File: src/rtl/alu_pkg.sv
// Shared encodings and fixed-point constants for the cosine phase front-end.
package alu_pkg;

  localparam int PHASE_W = 32;
  localparam int FRAC_W  = 16;
  localparam int DATA_W  = 18;
  localparam int COEF_W  = 18;
  localparam int FOLD_W  = FRAC_W + 1;
  localparam int PROD_W  = FOLD_W + COEF_W;

  localparam logic [COEF_W-1:0] HALF_PI_Q16 = 18'h19220;

  typedef enum logic [2:0] {
    ST_IDLE  = 3'd0,
    ST_SCALE = 3'd1,
    ST_REQ   = 3'd2,
    ST_WAIT  = 3'd3,
    ST_SIGN  = 3'd4
  } state_t;

endpackage

File: src/rtl/alu_shift_add_mult.sv
// Unsigned sequential shift-add multiplier, one multiplier bit per cycle, LSB first.
// done is high during the final iteration; product is valid in that same cycle.
module alu_shift_add_mult import alu_pkg::*; #(
  parameter int A_W = FOLD_W,
  parameter int B_W = COEF_W
) (
  input  logic                 clk,
  input  logic                 reset,
  input  logic                 start,
  input  logic [A_W-1:0]       a,
  input  logic [B_W-1:0]       b,
  output logic                 done,
  output logic [A_W+B_W-1:0]   product
);

  localparam int P_W   = A_W + B_W;
  localparam int CNT_W = $clog2(A_W + 1);

  logic             busy;
  logic [CNT_W-1:0] cnt;
  logic [A_W-1:0]   mplier;
  logic [P_W-1:0]   mcand;
  logic [P_W-1:0]   acc;
  logic [P_W-1:0]   acc_next;

  always_comb begin
    acc_next = acc + (mplier[0] ? mcand : '0);
    done     = busy && (cnt == CNT_W'(A_W - 1));
    product  = acc_next;
  end

  always_ff @(posedge clk) begin
    if (reset) begin
      busy <= 1'b0;
      cnt  <= '0;
    end else if (start) begin
      busy <= 1'b1;
      cnt  <= '0;
    end else if (busy) begin
      busy <= !done;
      cnt  <= cnt + 1'b1;
    end
  end

  // datapath: shift registers carry no reset, control gates them
  always_ff @(posedge clk) begin
    if (start) begin
      mplier <= a;
      mcand  <= P_W'(b);
      acc    <= '0;
    end else if (busy) begin
      mplier <= mplier >> 1;
      mcand  <= mcand << 1;
      acc    <= acc_next;
    end
  end

endmodule

File: src/rtl/alu_cos_phase_reduce.sv
// Folds a 32-bit phase into quadrant 0, scales to s1.16 radians, drives alu_calc_cos, re-signs the result.
// Optional watchdog on the cosine answer: define ALU_COS_TIMEOUT_EN.
module alu_cos_phase_reduce import alu_pkg::*; #(
  parameter logic [COEF_W-1:0] HALF_PI_Q16    = alu_pkg::HALF_PI_Q16,
  parameter int                TIMEOUT_CYCLES = 64
) (
  input  logic                      clk,
  input  logic                      reset,
  input  logic [PHASE_W-1:0]        phase_in,
  input  logic                      phase_valid,
  output logic                      phase_ready,
  output logic signed [DATA_W-1:0]  cos_x,
  output logic                      cos_do_calc,
  input  logic signed [DATA_W-1:0]  cos_res,
  input  logic                      cos_calc_done,
  output logic signed [DATA_W-1:0]  cos_out,
  output logic                      cos_out_valid,
  output logic                      busy,
  output logic                      timeout_err
);

  function automatic logic signed [DATA_W-1:0] negate_wrap(input logic signed [DATA_W-1:0] v);
    // -0x20000 wraps onto itself by design; no saturation
    negate_wrap = -v;
  endfunction

  state_t              state, state_next;
  logic [1:0]          quad;
  logic [FRAC_W-1:0]   frac;
  logic [FOLD_W-1:0]   f_fold;
  logic                neg_fold;
  logic                neg_p0;
  logic                accept;
  logic                mult_done;
  logic [PROD_W-1:0]   product;
  logic                timeout_hit;
  logic                unused_bits;

  assign phase_ready = (state == ST_IDLE);
  assign busy        = !phase_ready;
  assign accept      = phase_valid && phase_ready;
  assign unused_bits = ^{phase_in[PHASE_W-FRAC_W-3:0], product[PROD_W-1], product[FRAC_W-1:0]};

  always_comb begin
    quad     = phase_in[PHASE_W-1 -: 2];
    frac     = phase_in[PHASE_W-3 -: FRAC_W];
    f_fold   = quad[0] ? (FOLD_W'(1 << FRAC_W) - {1'b0, frac}) : {1'b0, frac};
    neg_fold = quad[1] ^ quad[0];
  end

  alu_shift_add_mult #(.A_W(FOLD_W), .B_W(COEF_W)) u_mult (
    .clk     (clk),
    .reset   (reset),
    .start   (accept),
    .a       (f_fold),
    .b       (HALF_PI_Q16),
    .done    (mult_done),
    .product (product)
  );

`ifdef ALU_COS_TIMEOUT_EN
  localparam int WAIT_W = $clog2(TIMEOUT_CYCLES);
  logic [WAIT_W-1:0] wait_cnt;

  // compare two short so the registered strobe lands TIMEOUT_CYCLES after cos_do_calc
  assign timeout_hit = (state == ST_WAIT) && !cos_calc_done &&
                       (wait_cnt == WAIT_W'(TIMEOUT_CYCLES - 2));

  always_ff @(posedge clk) begin
    if (reset) begin
      wait_cnt    <= '0;
      timeout_err <= 1'b0;
    end else begin
      wait_cnt    <= (state == ST_WAIT) ? wait_cnt + 1'b1 : '0;
      timeout_err <= timeout_hit;
    end
  end
`else
  localparam int unused_timeout = TIMEOUT_CYCLES;
  assign timeout_hit = 1'b0;
  assign timeout_err = 1'b0;
`endif

  always_comb begin
    state_next = state;
    unique case (state)
      ST_IDLE:  if (accept) state_next = ST_SCALE;
      ST_SCALE: if (mult_done) state_next = ST_REQ;
      ST_REQ:   state_next = ST_WAIT;
      ST_WAIT: begin
        if (cos_calc_done)    state_next = ST_SIGN;
        else if (timeout_hit) state_next = ST_IDLE;
      end
      ST_SIGN:  state_next = ST_IDLE;
      default:  state_next = ST_IDLE;
    endcase
  end

  // p0: quadrant sign captured alongside the accepted phase
  always_ff @(posedge clk) begin
    if (accept) neg_p0 <= neg_fold;
  end

  always_ff @(posedge clk) begin
    if (reset) begin
      state         <= ST_IDLE;
      cos_do_calc   <= 1'b0;
      cos_out_valid <= 1'b0;
      cos_x         <= '0;
      cos_out       <= '0;
    end else begin
      state         <= state_next;
      cos_do_calc   <= (state_next == ST_REQ);
      cos_out_valid <= (state_next == ST_SIGN);
      if (state == ST_SCALE && mult_done)
        cos_x <= $signed(product[FRAC_W +: DATA_W]);
      if (state == ST_WAIT && cos_calc_done)
        cos_out <= neg_p0 ? negate_wrap(cos_res) : cos_res;
      else if (timeout_hit)
        cos_out <= '0;
    end
  end

endmodule
File: config.mk
export PLATFORM = sky130hd
export DESIGN_NAME = alu_cos_phase_reduce
export DESIGN_NICKNAME = d
export VERILOG_FILES = /design/src/rtl/alu_pkg.sv /design/src/rtl/alu_shift_add_mult.sv /design/src/rtl/alu_cos_phase_reduce.sv
export SDC_FILE = /design/constraint.sdc
export NUM_CORES = 1
export LEC_CHECK = 0
export ABC_AREA = 0
export CORE_MARGIN = 2
export CORE_UTILIZATION = 40
export DETAILED_ROUTE_END_ITERATION = 8
export PLACE_DENSITY = 0.65
export SKIP_LAST_GASP = 1
export SLEW_MARGIN = 15
export SYNTH_ARGS = -nofsm -noshare
export SYNTH_HDL_FRONTEND = slang
export SYNTH_HIERARCHICAL = 1
export SYNTH_SLANG_ARGS = --single-unit
File: constraint.sdc
create_clock -name clk -period 3.15 [get_ports clk]
set_clock_uncertainty 0.15 [all_clocks]
set_input_delay 0.4725 -clock clk [delete_from_list [all_inputs] [get_ports clk]]
set_output_delay 0.4725 -clock clk [all_outputs]
set_load 0.1 [all_outputs]
==> results.yml, run 1 <==
sta:
  maxSlewViolCount: 0
  max_freq_ghz: 0.306
  period_share_pct: 104
  worst_slack_ns: -0.113
  final.min_clock_period_ns: 3.26
  tightestPinTransition_ns: 0.863
  rsz0062_at_grt: "yes"
  slew_headroom_pct: 42.4
  setup_viol: 7
  timing_hold_violations_final: 0
cts:
  cts.sinks: 133
  insertion_delay_ns: 0.43
  h-tree-depth: 4
  root_buffer: "clkbuf_16"
  cts_tree: "built"
  clockBufferDepth: 2
  cts_buffers: 17
  clk_pin_slew_ns: 0.06
place:
  place.gp.congestion: 0.873
  placedCellCount: 1282
  place_hpwl_mm: 12.8
  place_area_um2: 9550
  place.port_buffers: 79
  dp_slack_ns: -0.157
critical_path:
  crit_arrival_ns: 3.45
  worstSetupStartpointType: "flip-flop"
  crit_chain: "and2_1, ha_2, inv_2, fa_2, nand2b_4, a21oi_4, o21ai_2, a211o_1, a2111oi_4, a41oi_2, or4b_1, o311ai_1"
  end_kind: "flip-flop"
  crit_fanout: 4
  crit_type: "flip-flop to flip-flop"
  critPathSlowestCell: "or4b_1"
  cp_data_required_time_ns: 3.33
  critPathMaxStageDelay_ns: 0.48
synth:
  synthCells: 901
  synth_warnings: 6
  syn_area_per_cell_um2: 9.01
  synthesis.area_um2: 8120
finish:
  fin_nets: 1133
  nFillCells: 1843
  fin_area_um2: 10500
  final_cells: 1323
  area_growth_syn_to_layout_pct: 29.2
  n_antenna_cell: 0
  regArea_um2: 3030
  multi_input_area_um2: 5110
  drive_gt1_share_pct: 24.5
floorplan:
  ios: 95
  die_h_um: 146
  die_area_um2: 21500
  core_area_um2: 20100
  start_util_pct: 40.4
  rows: 52
  die_w_um: 146
outcome:
  status: "finished with violations"
  violations: "setup timing"
detailed_routing:
  drt_iter0_markers: 373
  wirelength_mm: 18.0
  route.detailed.drc: 0
  dr.pass1.iters: 5
  wl_per_cell_um: 13.6
  ant_nets: 0
  viasPerCell: 5.09
  vias: 6730
job:
  cap_violations: 0
power:
  p_leak_nw: 4.27
  ir_drop_uv: 362
  power_density_nw_per_um2: 466
global_routing:
  gr-total-overflow: 0
  grt_max_degree: 49
  grt_pass1_vias: 6349
  grt_usage_pct: 17.1
  grt_pass1_wl_mm: 30.3
  antenna_found_initial: 0
worst_hold_path:
  min_path_type: "flip-flop to flip-flop"
per-stage QoR:
stage                     hold WS (ns)  util (%)  power (W)  TNS, ns
after global routing             0.317      52.2    0.00514    -2.91
after CTS                        0.304      50.9    0.00488   -0.213
after floorplan                  0.302         -    0.00264   -0.125
after detailed placement         0.297      47.5    0.00299    -1.46
final                            0.301      52.2    0.00489   -0.470
after global placement           0.294      47.5    0.00298    -1.22
layer usage:
| layer | vias up | GRT usage [%] | part of all wire [%] |
|---|---|---|---|
| met2 | 134 | 27.1 | 45 |
| li1 | 3479 | - | - |
| met1 | 3093 | 23.0 | 49 |
| met4 | 0 | 6.17 | 1.7 |
| met3 | 24 | 3.88 | 3.7 |
| met5 | - | 0 | 0 |
worst paths after layout:
path / start / to / slack [ns] / cells after the start
setup / recovery: u_mult/mplier[0] / u_mult/acc[32] / -0.11 / 12
hold / removal: cos_x[2] / cos_x[2] / 0.30 / 2
setup reg to reg: u_mult/mplier[0] / u_mult/acc[32] / -0.11 / 12
hold reg to reg: cos_x[2] / cos_x[2] / 0.30 / 2
report_power, final:
part	internal (W)	switching, W	leakage [nW]
clock	0.00110	0.000725	0.269
combinational	0.000549	0.000546	2.86
sequential	0.00190	0.0000743	1.14
registers in the layout (all words and copies together) (netlist names), 3 cells and up:
name and count:
cos_out 18, cos_x 18, state 3, u_mult/acc 34, u_mult/cnt 5, u_mult/mcand 34, u_mult/mplier 17
timing repair:
| item | CTS | global route |
|---|---|---|
| endpoints found under the setup margin | 18 | 35 |
| endpoints found under the hold margin | 0 | 0 |
| pin swaps | 8 | 13 |
| buffers inserted | 3 | 6 |
| resized for setup | 21 | 37 |
| hold buffers | 0 | 0 |
layout make-up:
type	instances	area share [%]
clock inverter	8	0.477
inverter	29	1.07
multi-input combinational	696	48.8
timing repair buffer	163	12.9
clock buffer	24	4.74
tap	270	3.22
sequential	133	28.9
layout by cell type (no fill, tap or decap), types with 19 or more instances in the layout:
master and n:
buf_4 120, dfxtp_1 96, nor2_1 90, nand2_1 76
a21oi_1 47, and2_1 40, mux2i_1 39, clkdlybuf4s50_1 38
edfxtp_1 36, mux2_2 33, xnor2_1 32, xor2_1 29
ha_1 28, inv_1 27, o21ai_0 25, a211oi_1 19
conb_1 19
worst max-delay path, delay by kind of cell, from the launching register on:
kind,cells,cell delay [ns]
AOI/OAI and AO/OA,6,1.28
adders and majority gates,2,0.52
buffers and inverters,1,0.04
DFF,1,0.39
and+or+nand+nor,3,0.78
Power figures use the tool's default switching activity.
==> run 2, diff against run 1 <==
--- a/config.mk
+++ b/config.mk
@@ -9,6 +9,7 @@
 export CORE_MARGIN = 2
 export CORE_UTILIZATION = 40
 export DETAILED_ROUTE_END_ITERATION = 8
+export GPL_TIMING_DRIVEN = 0
 export PLACE_DENSITY = 0.65
 export SKIP_LAST_GASP = 1
 export SLEW_MARGIN = 15
==> results.yml, run 2 (synthesized netlist as in run 1, its figures left out) <==
sta:
  timing_hold_violations_final: 0
  max_freq_ghz: 0.293
  tightestPinTransition_ns: 0.998
  period_share_pct: 108
  rsz0062_at_grt: "yes"
  maxSlewViolCount: 0
  final.min_clock_period_ns: 3.41
  hold_slack_ns: 0.303
  setup_viol: 17
  final.setup.tns_ns: -1.98
  worst_slack_ns: -0.262
  slew_headroom_pct: 33.3
outcome:
  status: "finished with violations"
  violations: "setup timing"
global_routing:
  grt_pass1_vias: 6531
  grt_usage_pct: 19.0
  gr-total-overflow: 0
  grt_pass1_wl_mm: 33.0
  antenna_found_initial: 0
  met3_usage_pct: 4.41
  grt_max_degree: 36
  top_usage_layer: "met2"
  met1_usage_pct: 26.2
  globalRouteMet2Util_pct: 29.6
critical_path:
  reg2reg_slack_ns: -0.26
  end_kind: "flip-flop"
  r2r_cells: 13
  critPathSlowestCell: "or4b_1"
  crit_fanout: 4
  cp_data_required_time_ns: 3.33
  r2r_start: "u_mult/mplier[0]"
  r2r_end: "u_mult/acc[32]"
  crit_family: "compound AO/OA/AOI/OAI gates"
  worstSetupStartpointType: "flip-flop"
  crit_arrival_ns: 3.60
  crit_type: "flip-flop to flip-flop"
  crit_chain: "clkbuf_8, and2_4, ha_4, inv_2, fa_2, nand2b_4, a21oi_4, o21ai_2, a211o_1, a2111oi_4, a41oi_2, or4b_1, o311ai_2"
  worst-path-buf-inv: 2
  critPathMaxStageDelay_ns: 0.51
detailed_routing:
  viasPerCell: 5.29
  vias: 6915
  route.detailed.drc: 0
  wirelength_mm: 20.4
  wl_per_cell_um: 15.6
  dr.pass1.iters: 5
  ant_nets: 0
  drt_iter0_markers: 455
cts:
  cts_buffers: 17
  cts.sinks: 133
  clockBufferDepth: 2
  clk_pin_slew_ns: 0.06
  root_buffer: "clkbuf_16"
  cts_tree: "built"
  insertion_delay_ns: 0.43
  hold_buffers: 0
  h-tree-depth: 4
finish:
  final_cell_mix: "dfxtp_1, nor2_1, clkdlybuf4s50_1, nand2_1, a21oi_1"
  fin_nets: 1117
  reg_top3: "u_mult/acc: 34 flops, u_mult/mcand: 34 flops"
  final_cells: 1307
  area_growth_syn_to_layout_pct: 29.1
  drive_gt1_share_pct: 17.3
  n_antenna_cell: 0
  final_common_cell: "dfxtp_1"
worst_hold_path:
  hold_depth: 2
  hold_path_end: "cos_x[6]"
  min_path_type: "flip-flop to flip-flop"
  min_from: "cos_x[6]"
place:
  place.gp.congestion: 0.891
  place_hpwl_mm: 14.4
  placedCellCount: 1266
  place.port_buffers: 78
floorplan:
  ios: 95
  die_area_um2: 21500
  rows: 52
  die_w_um: 146
  die_h_um: 146
  start_util_pct: 40.4
  core_area_um2: 20100
power:
  ir_drop_uv: 351
  p_leak_nw: 4.01
  power_density_nw_per_um2: 481
  power.total_w: 0.00504
job:
  cap_violations: 0
[run 2: cell count changes in the layout (fill, tap and decap cells not counted), sizes merged]
cell | previous run | this run
clkinvlp | 3 | 4
bufinv | 0 | 3
clkbuf | 24 | 61
dlygate4sd2 | 0 | 1
buf | 125 | 28
clkdlybuf4s50 | 38 | 77
[run 2: stage by stage]
stage	instance area, um^2	utilization, %	setup slack [ns]
after floorplan	8220	-	-0.125
after global placement	9340	46.4	-0.638
after detailed placement	9340	46.4	-0.637
after CTS	10300	51.1	-0.211
after global routing	10500	52.1	-0.347
final	10500	52.1	-0.262
[run 2: final cells by class]
type                       instances  area (um^2)
tap                              270          338
timing repair buffer              93          892
clock inverter                    12          153
fill                            1859         9620
sequential                       133         3020
inverter                          29          113
multi-input combinational        696         5200
buffer                            54          303
clock buffer                      20          457
[run 2: repair_timing]
item	4_1_cts	5_1_grt
pin swaps	14	24
hold endpoints to repair	0	0
resized for setup	56	36
setup endpoints to repair	32	35
setup buffers	11	4
[run 2: power by group]
group / total [W] / internal, W / switching [W] / leakage (nW)
Sequential: 0.00196 / 0.00189 / 0.0000695 / 1.14
Combinational: 0.00102 / 0.000464 / 0.000556 / 2.58
Clock: 0.00206 / 0.00128 / 0.000772 / 0.290
Total: 0.00504 / 0.00364 / 0.00140 / 4.01
[run 2: worst max path at each step]
stage,end,start,slack [ns],depth (start not counted)
after global routing,cos_x[15],u_mult/mplier[0],-0.35,12
after global placement,cos_x[15],u_mult/mplier[0],-0.64,13
final,u_mult/acc[32],u_mult/mplier[0],-0.26,13
after floorplan,u_mult/acc[32],u_mult/mplier[0],-0.13,13
after detailed placement,cos_x[15],u_mult/mplier[0],-0.64,13
after CTS,u_mult/acc[32],u_mult/mplier[0],-0.21,13
[run 2: worst min-delay path: stages (launching register included)]
cell	delay, ns
dfxtp_1	0.31
nand2_1	0.05
a21oi_1	0.05
[run 2: per-layer routing]
layer | wire length (um) | vias up | part of all wire (%)
li1 | - | 3435 | -
met5 | 0 | - | 0
met1 | 9840 | 3230 | 48
met2 | 9090 | 219 | 45
met3 | 1140 | 31 | 5.6
met4 | 289 | 0 | 1.4
